==> src/rtl/instr_encoder_if.sv <==
// Bus bundle of the instruction encoder: control pulses, instruction fields,
// instruction-memory write port and status flags.
interface instr_encoder_if #(
    parameter int ADDR_W = 12
);
    logic              start;
    logic [ADDR_W-1:0] base_addr;
    logic              finish;
    logic              in_valid;
    logic              in_ready;
    logic [4:0]        opcode;
    logic [4:0]        rd;
    logic [4:0]        rs;
    logic [4:0]        rt;
    logic [4:0]        shamt;
    logic [4:0]        aluop;
    logic [31:0]       imm;
    logic [31:0]       target;
    logic              imem_we;
    logic [ADDR_W-1:0] imem_addr;
    logic [31:0]       imem_data;
    logic              imem_ready;
    logic              busy;
    logic              done;
    logic              err_op;
    logic              err_range;
    logic              err_wrap;

    modport master (
        output start, base_addr, finish, in_valid, opcode, rd, rs, rt,
               shamt, aluop, imm, target, imem_ready,
        input  in_ready, imem_we, imem_addr, imem_data, busy, done,
               err_op, err_range, err_wrap
    );

    modport slave (
        input  start, base_addr, finish, in_valid, opcode, rd, rs, rt,
               shamt, aluop, imm, target, imem_ready,
        output in_ready, imem_we, imem_addr, imem_data, busy, done,
               err_op, err_range, err_wrap
    );
endinterface

==> src/rtl/instr_encoder.sv <==
// Encodes instruction fields into 32-bit words, buffers them in a small FIFO
// and streams them into instruction memory at consecutive addresses.
module instr_encoder #(
    parameter int FIFO_DEPTH = 4,
    parameter int ADDR_W     = 12
) (
    input logic           clock,
    input logic           reset,
    instr_encoder_if.slave bus
);
    localparam int PW = $clog2(FIFO_DEPTH);
    localparam int CW = PW + 1;

    typedef enum logic [1:0] {IDLE, RUN, DRAIN} state_t;

    state_t            state;
    logic [31:0]       mem [FIFO_DEPTH];
    logic [PW-1:0]     wr_ptr;
    logic [PW-1:0]     rd_ptr;
    logic [PW-1:0]     rd_ptr_next;
    logic [CW-1:0]     count;
    logic [CW-1:0]     count_next;
    logic [ADDR_W-1:0] addr;
    logic              imem_we_q;
    logic [31:0]       imem_data_q;
    logic              done_q;
    logic              err_op_q;
    logic              err_range_q;
    logic              err_wrap_q;

    logic [31:0]       word;
    logic [31:0]       head_next;
    logic              op_bad;
    logic              range_bad;
    logic              in_ready;
    logic              transfer;
    logic              push;
    logic              pop;

    always_comb begin
        word      = '0;
        op_bad    = 1'b0;
        range_bad = 1'b0;
        case (bus.opcode)
            5'b00000:
                word = {bus.opcode, bus.rd, bus.rs, bus.rt, bus.shamt, bus.aluop, 2'b00};
            5'b00010, 5'b00101, 5'b00110, 5'b00111, 5'b01000: begin
                word      = {bus.opcode, bus.rd, bus.rs, bus.imm[16:0]};
                // In range exactly when the upper bits sign-extend bit 16.
                range_bad = (bus.imm[31:16] != {16{bus.imm[16]}});
            end
            5'b00001, 5'b00011: begin
                word      = {bus.opcode, bus.target[26:0]};
                range_bad = |bus.target[31:27];
            end
            5'b00100:
                word = {bus.opcode, bus.rd, 22'd0};
            default:
                op_bad = 1'b1;
        endcase
    end

    assign in_ready    = (state == RUN) && (count < CW'(FIFO_DEPTH));
    assign transfer    = bus.in_valid & in_ready;
    assign push        = transfer & ~op_bad & ~range_bad;
    assign pop         = imem_we_q & bus.imem_ready;
    assign rd_ptr_next = rd_ptr + PW'(pop);
    assign count_next  = count + CW'(push) - CW'(pop);
    // The output register mirrors the FIFO head; an empty FIFO forwards the new word.
    assign head_next   = (count == CW'(pop)) ? word : mem[rd_ptr_next];

    always_ff @(posedge clock) begin
        if (push) begin
            mem[wr_ptr] <= word;
        end
    end

    always_ff @(posedge clock) begin
        if (reset) begin
            state       <= IDLE;
            wr_ptr      <= '0;
            rd_ptr      <= '0;
            count       <= '0;
            addr        <= '0;
            imem_we_q   <= 1'b0;
            imem_data_q <= '0;
            done_q      <= 1'b0;
            err_op_q    <= 1'b0;
            err_range_q <= 1'b0;
            err_wrap_q  <= 1'b0;
        end else begin
            done_q      <= 1'b0;
            rd_ptr      <= rd_ptr_next;
            count       <= count_next;
            imem_we_q   <= (count_next != '0);
            imem_data_q <= (count_next != '0) ? head_next : 32'd0;
            if (push) begin
                wr_ptr <= wr_ptr + PW'(1);
            end
            if (pop) begin
                addr <= addr + ADDR_W'(1);
                if (&addr) begin
                    err_wrap_q <= 1'b1;
                end
            end
            if (transfer && op_bad) begin
                err_op_q <= 1'b1;
            end
            if (transfer && range_bad) begin
                err_range_q <= 1'b1;
            end
            case (state)
                IDLE: begin
                    if (bus.start) begin
                        state       <= RUN;
                        addr        <= bus.base_addr;
                        err_op_q    <= 1'b0;
                        err_range_q <= 1'b0;
                        err_wrap_q  <= 1'b0;
                    end
                end
                RUN: begin
                    if (bus.finish) begin
                        state <= DRAIN;
                    end
                end
                DRAIN: begin
                    if (count == '0 && !imem_we_q) begin
                        state  <= IDLE;
                        done_q <= 1'b1;
                    end
                end
                default: state <= IDLE;
            endcase
        end
    end

    assign bus.in_ready  = in_ready;
    assign bus.imem_we   = imem_we_q;
    assign bus.imem_addr = addr;
    assign bus.imem_data = imem_data_q;
    assign bus.busy      = (state != IDLE);
    assign bus.done      = done_q;
    assign bus.err_op    = err_op_q;
    assign bus.err_range = err_range_q;
    assign bus.err_wrap  = err_wrap_q;
endmodule

==> src/flat_wrapper.sv <==
// flat-port wrapper written by rule: the top's interface ports become plain ports
module instr_encoder_flat 
#(
    parameter int FIFO_DEPTH = 4,
    parameter int ADDR_W     = 12
)
  (clock, reset, bus_start, bus_base_addr, bus_finish, bus_in_valid, bus_opcode, bus_rd, bus_rs, bus_rt, bus_shamt, bus_aluop, bus_imm, bus_target, bus_imem_ready, bus_in_ready, bus_imem_we, bus_imem_addr, bus_imem_data, bus_busy, bus_done, bus_err_op, bus_err_range, bus_err_wrap);
  instr_encoder_if #(.ADDR_W(ADDR_W)) bus_i ();
  input logic clock;
  input logic reset;
  input wire logic [$bits(bus_i.start)-1:0] bus_start;
  input wire logic [$bits(bus_i.base_addr)-1:0] bus_base_addr;
  input wire logic [$bits(bus_i.finish)-1:0] bus_finish;
  input wire logic [$bits(bus_i.in_valid)-1:0] bus_in_valid;
  input wire logic [$bits(bus_i.opcode)-1:0] bus_opcode;
  input wire logic [$bits(bus_i.rd)-1:0] bus_rd;
  input wire logic [$bits(bus_i.rs)-1:0] bus_rs;
  input wire logic [$bits(bus_i.rt)-1:0] bus_rt;
  input wire logic [$bits(bus_i.shamt)-1:0] bus_shamt;
  input wire logic [$bits(bus_i.aluop)-1:0] bus_aluop;
  input wire logic [$bits(bus_i.imm)-1:0] bus_imm;
  input wire logic [$bits(bus_i.target)-1:0] bus_target;
  input wire logic [$bits(bus_i.imem_ready)-1:0] bus_imem_ready;
  output wire logic [$bits(bus_i.in_ready)-1:0] bus_in_ready;
  output wire logic [$bits(bus_i.imem_we)-1:0] bus_imem_we;
  output wire logic [$bits(bus_i.imem_addr)-1:0] bus_imem_addr;
  output wire logic [$bits(bus_i.imem_data)-1:0] bus_imem_data;
  output wire logic [$bits(bus_i.busy)-1:0] bus_busy;
  output wire logic [$bits(bus_i.done)-1:0] bus_done;
  output wire logic [$bits(bus_i.err_op)-1:0] bus_err_op;
  output wire logic [$bits(bus_i.err_range)-1:0] bus_err_range;
  output wire logic [$bits(bus_i.err_wrap)-1:0] bus_err_wrap;
  assign bus_i.start = bus_start;
  assign bus_i.base_addr = bus_base_addr;
  assign bus_i.finish = bus_finish;
  assign bus_i.in_valid = bus_in_valid;
  assign bus_i.opcode = bus_opcode;
  assign bus_i.rd = bus_rd;
  assign bus_i.rs = bus_rs;
  assign bus_i.rt = bus_rt;
  assign bus_i.shamt = bus_shamt;
  assign bus_i.aluop = bus_aluop;
  assign bus_i.imm = bus_imm;
  assign bus_i.target = bus_target;
  assign bus_i.imem_ready = bus_imem_ready;
  assign bus_in_ready = bus_i.in_ready;
  assign bus_imem_we = bus_i.imem_we;
  assign bus_imem_addr = bus_i.imem_addr;
  assign bus_imem_data = bus_i.imem_data;
  assign bus_busy = bus_i.busy;
  assign bus_done = bus_i.done;
  assign bus_err_op = bus_i.err_op;
  assign bus_err_range = bus_i.err_range;
  assign bus_err_wrap = bus_i.err_wrap;
  instr_encoder #(.FIFO_DEPTH(FIFO_DEPTH), .ADDR_W(ADDR_W)) u_core (.clock(clock), .reset(reset), .bus(bus_i));
endmodule
==> config.mk <==
export PLATFORM = sky130hd
export DESIGN_NAME = instr_encoder_flat
export DESIGN_NICKNAME = d
export VERILOG_FILES = /design/src/rtl/instr_encoder_if.sv /design/src/rtl/instr_encoder.sv /design/src/flat_wrapper.sv
export SDC_FILE = /design/constraint.sdc
export NUM_CORES = 1
export LEC_CHECK = 0
export ABC_AREA = 1
export BUFFER_PORTS_ARGS = -buffer_cell sky130_fd_sc_hd__buf_2
export CELL_PAD_IN_SITES_DETAIL_PLACEMENT = 1
export CELL_PAD_IN_SITES_GLOBAL_PLACEMENT = 2
export CORE_MARGIN = 8
export CORE_UTILIZATION = 34
export CTS_CLUSTER_DIAMETER = 100
export DETAILED_ROUTE_END_ITERATION = 12
export HOLD_SLACK_MARGIN = 0.1
export PLACE_DENSITY = 0.8
export SLEW_MARGIN = 40
export SYNTH_ARGS = -nofsm -noshare
export SYNTH_HDL_FRONTEND = slang
export SYNTH_SLANG_ARGS = --single-unit
==> constraint.sdc <==
create_clock -name clock -period 3.59 [get_ports clock]
set_input_delay 0.359 -clock clock [delete_from_list [all_inputs] [get_ports clock]]
set_output_delay 0.359 -clock clock [all_outputs]
set_load 0.1 [all_outputs]
* Yosys cells after proc, flatten, opt, wreduce, memory -nomap -nowiden *
Memory sizes are Yosys's and may differ from the RTL's.
Index checks and enable logic that the tools add are counted.

storage, ports and cells
  bits in registers = 58
  bits of input ports = 112
  RAM bits = 128
  memories kept = 1
  output and inout bits = 51
  word-level logic and storage cells = 82

operators by class
  muxes and demuxes = 24
  $lt $le $gt $ge = 1
  reduce and logical (&&, ||, !) cells = 18
  add/sub/neg operators = 5
  equal/unequal tests = 15
  bitwise gates (word level) = 7

memories
  memory      words  width  read ports  clocked after Yosys merged registers in  write ports  line                 source
  u_core.mem  4      32     1           0                                        1            instr_encoder.sv:17  logic [31:0] mem [FIFO_DEPTH];

operators with widths
  operator               count
  $pmux 32 s4            1
  $mux 12                3
  $mux 32                1
  $eq 5x3->1 const B     4
  $ne 15x15->1           1
  $mux 1                 14
  $add 12x1->12 const B  1
  $reduce_and 12->1      1
  $eq 5x2->1 const B     2
  $reduce_or 5->1        2
  $reduce_or 9->1        1
  $mux 2                 3
  $pmux 2 s3             1
  $reduce_or 2->1        3
  $eq 5x1->1 const B     1
  $eq 5x4->1 const B     1
  $logic_not 5->1        1
  $and 1x1->1            4
  $logic_and 1x1->1      4
  $ne 2x2->1 const B     2
  $add 3x1->3            1
  $eq 3x1->1             1
  $logic_not 3->1        1
  $lt 3x3->1 const B     1
  13 further kinds       15

* Longest topological paths before layout *
  depth after elaboration = 10
  gate-level depth with buffers = 20
  depth with buffers taken out = 19

* Worst setup path before layout *
OpenSTA, ideal clock, no wires.

  path type = flip-flop to flip-flop
  from = register u_core.state[0]
  to = memory u_core.mem[0][0], enable pin
  stages on the path, launching flop included = 9
  arrival = 3.820 ns
  path slack = -0.651 ns
  required time = 3.169 ns
  cells stage by stage = dfxtp_1 -> inv_2 -> nor2_2 -> inv_2 -> nor2_1 -> nand2_1 -> nor2_4 -> nand3_2 -> nor2_1

between the ends
  word-level cells in the longest chain between the ends = 7

RTL lines
  item                          line                  source
  start: declaration            instr_encoder.sv:16   state_t state;
  start signal: assignment      instr_encoder.sv:80   state <= IDLE;
  start signal: assignment      instr_encoder.sv:115  state <= RUN;
  start signal: assignment      instr_encoder.sv:124  state <= DRAIN;
  $eq 2x1->1                    instr_encoder.sv:63   assign in_ready = (state == RUN) && (count < CW'(FIFO_DEPTH));
  $logic_and 1x1->1             instr_encoder.sv:63
  via bus_in_ready              flat_wrapper.sv:24    output wire logic [$bits(bus_i.in_ready)-1:0] bus_in_ready;
  $and 1x1->1                   instr_encoder.sv:64   assign transfer = bus.in_valid & in_ready;
  $and 1x1->1 (2 in a row)      instr_encoder.sv:65   assign push = transfer & ~op_bad & ~range_bad;
  $mux 1                        instr_encoder.sv:73   if (push) begin
  $mux 1 (not written as such)  instr_encoder.sv:74   mem[wr_ptr] <= word;
  end: declaration              instr_encoder.sv:17

The timed path passes the listed nets, and every way through them passes these cells.

* Worst setup path in the final report *
  from = register u_core.imem_we_q (netlist: u_core.bus.imem_we)
  to = register u_core.imem_data_q[21] (netlist: u_core.bus.imem_data[21])

between the ends
  word-level cells in the longest chain between the ends = 5
  elaborated cells on any way between the ends = 9
  those cells by class = add/sub (2); eq/ne (1); mux (1); bitwise (2); reduce/logical (2); memory (1)

RTL lines
  item                                                  line                 source
  start: declaration                                    instr_encoder.sv:24  logic imem_we_q;
  start signal: assignment                              instr_encoder.sv:95  imem_we_q <= (count_next != '0);
  $and 1x1->1 *                                         instr_encoder.sv:66  assign pop = imem_we_q & bus.imem_ready;
  branches (longest 4 deep; another with $mem_v2 4x32)  -
  end signal: assignment                                instr_encoder.sv:96  imem_data_q <= (count_next != '0) ? head_next : 32'd0;
  end: declaration                                      instr_encoder.sv:25  logic [31:0] imem_data_q;

Every way passes the cells marked *.
A chain may end at the register's enable or synchronous reset.

==> key figures <==
Outcome
  • Status: finished, final reports clean

Placement
  • GPL Wtd Cong: 0.759
  • Port Buffers: 162
  • Dpl ws: 0.463 ns
  • Placed insts: 1286
  • Dpl hpwl: 15600 um

Synth
  • Average size of a mapped cell: 9.92 um2
  • EDFF count, synth: 128
  • Post-Syn Area: 8130 um2
  • Cells after synthesis: 819
  • Ys flop type: edfxtp_1
  • Yosys warning count: 0
  • Synth Register Bits: 186
  • Sequential share of the synthesized area: 61.6%
  • Async set-or-reset flop fraction in the synthesized netlist: 0%
  • Netlist cell types: 45

Detailed routing
  • Drt wl/cell: 17.4 um
  • Via Count: 6264
  • Vias per cell: 4.75
  • Detailed Route WL: 23000 um
  • DRC viols: 0
  • First-pass DRT Iterations: 7
  • Initial DRC Count: 283
  • Antenna-violating nets left: 0

STA
  • Max transition margin: 49.5%
  • Fin crit period: 2.82 ns
  • Final-report max-slew violation count: 0
  • Setup Viol. Count Final: 0
  • TNS Setup: 0 ns
  • Worst-Margin Slew: 0.752 ns
  • Final Skew: 0.0163 ns
  • Final Hold Fails: 0
  • Fmax achieved: 0.355 GHz
  • Worst Slack Setup Final: 0.770 ns
  • RSZ-0062 raised after global routing: no
  • Fin crit share: 78.5%

Floorplan
  • Num rows: 56
  • Die Y: 171 um
  • Core box area: 23500 um2
  • Number of I/O pins: 163
  • Starting Density: 34.6%
  • Die Footprint: 29100 um2
  • Chip width: 171 um

Worst setup path
  • Critical path type: reg2reg
  • Worst EP required: 3.90 ns
  • Highest-delay cell along the critical path: dfxtp_1
  • Worst path cell trace: nand2_2 > inv_1 > ha_1 > inv_1 > ha_1 > inv_1 > fa_1 > xnor2_1 > xor2_1 > nand3_2 > nand2_4 > buf_4 > nor2_1
  • Largest stage delay, worst path: 0.43 ns
  • CP Capture Type: flop
  • Critical path data arrival time: 3.13 ns
  • Most frequent cell on the critical path: inv_1
  • Worst setup SP type: flop
  • Critical path fanouts, max: 16

Clock network
  • Htree depth: 4
  • Post CTS Setup Buffer Count: 0
  • CTS Buffer Depth: 2
  • CTS Root Cell: clkbuf_16
  • Hold Buf Count CTS: 0
  • CTS Buf Count: 17
  • # resized after CTS: 0
  • Clock sink total: 186
  • Reg clk slew, reported paths: 0.07 ns
  • CTS tree: done
  • Worst skew pair latency: 0.43 ns

Power
  • Leakage: 4.26 nW
  • Cell Pwr Density: 766 nW/um2
  • Peak VDD IR: 330 uV

Finish
  • Fin cells: 1318
  • Synthesis-to-layout area growth: 22.2%
  • Share of layout cells above drive strength 1: 28.2%
  • Final Util: 42.3%
  • ANT cells: 0
  • Leading cell type in the layout, fill and taps excluded: buf_2
  • Post-layout nets: 1107
  • Filler Cell Count: 2706
  • Commonest non-fill, non-tap cells in the layout: buf_2, nand2_1, edfxtp_1

Global route
  • Global-route wire length before repair: 36600 um
  • Vias in the first global route: 6834
  • Pin count of the biggest net entering global routing: 50
  • Gr usage total: 16.4%
  • GR Overflow Total: 0
  • Antenna violations before repair: 2

Worst hold path
  • HP Class: in2reg

Run
  • Max-Cap Viols: 0
## synth_stat cells, drive strengths merged (13+ instances only)
| master | number | area share, % |
|---|---|---|
| nand2 | 162 | 8.0 |
| edfxtp | 128 | 47 |
| nor2 | 110 | 5.4 |
| inv | 90 | 4.2 |
| o21ai | 64 | 4.0 |
| nand3 | 62 | 4.0 |
| dfxtp | 58 | 14 |
| a21oi | 30 | 2.2 |
| a22oi | 23 | 2.6 |
| clkbuf | 18 | 0.83 |
| buf | 15 | 1.3 |
| nor3 | 13 | 0.94 |
## kinds of logic (layout without fill, tap and decap cells)
kind of cell               Yosys count  count (layout)  share of synthesized area [%]
other                                1               4                         0.0461
AOI/OAI and AO/OA                  132             132                           10.2
adders and majority gates            9               9                           1.48
and+or+nand+nor                    356             356                           19.1
xor gates and xnor gates            10              10                           1.08
DFF                                186             186                           61.6
buffers and inverters              125             302                           6.56
## metrics by stage
stage | hold slack (ns) | total power, mW | instance area, um2
CTS | 0.145 | 7.71 | 9940
global placement | 0.449 | 5.76 | 9330
floorplan | 0.426 | 5.07 | 8150
detailed placement | 0.466 | 5.81 | 9340
global route | 0.171 | 7.99 | 9940
finish | 0.163 | 7.61 | 9940
## flip-flops by register name, indices dropped and copies added, names as in the netlist
signal,flops
u_core.bus.done,1
u_core.bus.err_op,1
u_core.bus.err_range,1
u_core.bus.err_wrap,1
u_core.bus.imem_addr,12
u_core.bus.imem_data,32
u_core.bus.imem_we,1
u_core.count,3
u_core.mem,128
u_core.rd_ptr,2
u_core.state,2
u_core.wr_ptr,2
## path summary, 6_finish.rpt
check | startpoint | depth (start not counted) | slack [ns] | to
worst max-delay path | u_core.bus.imem_we$_SDFF_PP0_ | 13 | 0.77 | u_core.bus.imem_data[21]$_SDFF_PP0_
worst min register to register | u_core.bus.err_wrap$_SDFF_PP0_ | 2 | 0.48 | u_core.bus.err_wrap$_SDFF_PP0_
worst min-delay path | bus_base_addr[1] | 3 | 0.16 | u_core.bus.imem_addr[1]$_SDFF_PP0_
worst max register to register | u_core.bus.imem_we$_SDFF_PP0_ | 13 | 0.77 | u_core.bus.imem_data[21]$_SDFF_PP0_
## worst max-delay path, delay by kind of cell, from the launching register on
kind | cells | cell delay [ns]
buffers and inverters | 4 | 0.59
AND/OR/NAND/NOR | 4 | 0.45
adder cells (fa/ha/maj) | 3 | 0.81
XOR/XNOR | 2 | 0.41
flip-flops | 1 | 0.43
## report_power, final
group          total [mW]  switching [mW]  internal [mW]
clock network        1.89           0.791           1.10
registers            2.59          0.0983           2.49
logic                3.13            2.50          0.630
total                7.61            3.39           4.22
## final cells by class
| type | count | area, um2 | area share [%] |
|---|---|---|---|
| tap | 319 | 399 | 4.02 |
| inverter | 92 | 363 | 3.65 |
| sequential | 186 | 5000 | 50.4 |
| clock inverter | 10 | 115 | 1.16 |
| clock buffer | 22 | 484 | 4.87 |
| multi-input combinational | 511 | 2640 | 26.6 |
| timing repair buffer | 178 | 931 | 9.37 |
## routing by layer
metal | vias to the layer above | global-route usage (%) | part of all wire [%]
met5 | - | 0 | 0.11
met2 | 177 | 27.8 | 47
li1 | 3064 | - | -
met4 | 4 | 3.74 | 0.87
met3 | 16 | 6.20 | 8.0
met1 | 3003 | 19.5 | 44
No activity file was read; power rests on OpenSTA's default activity.
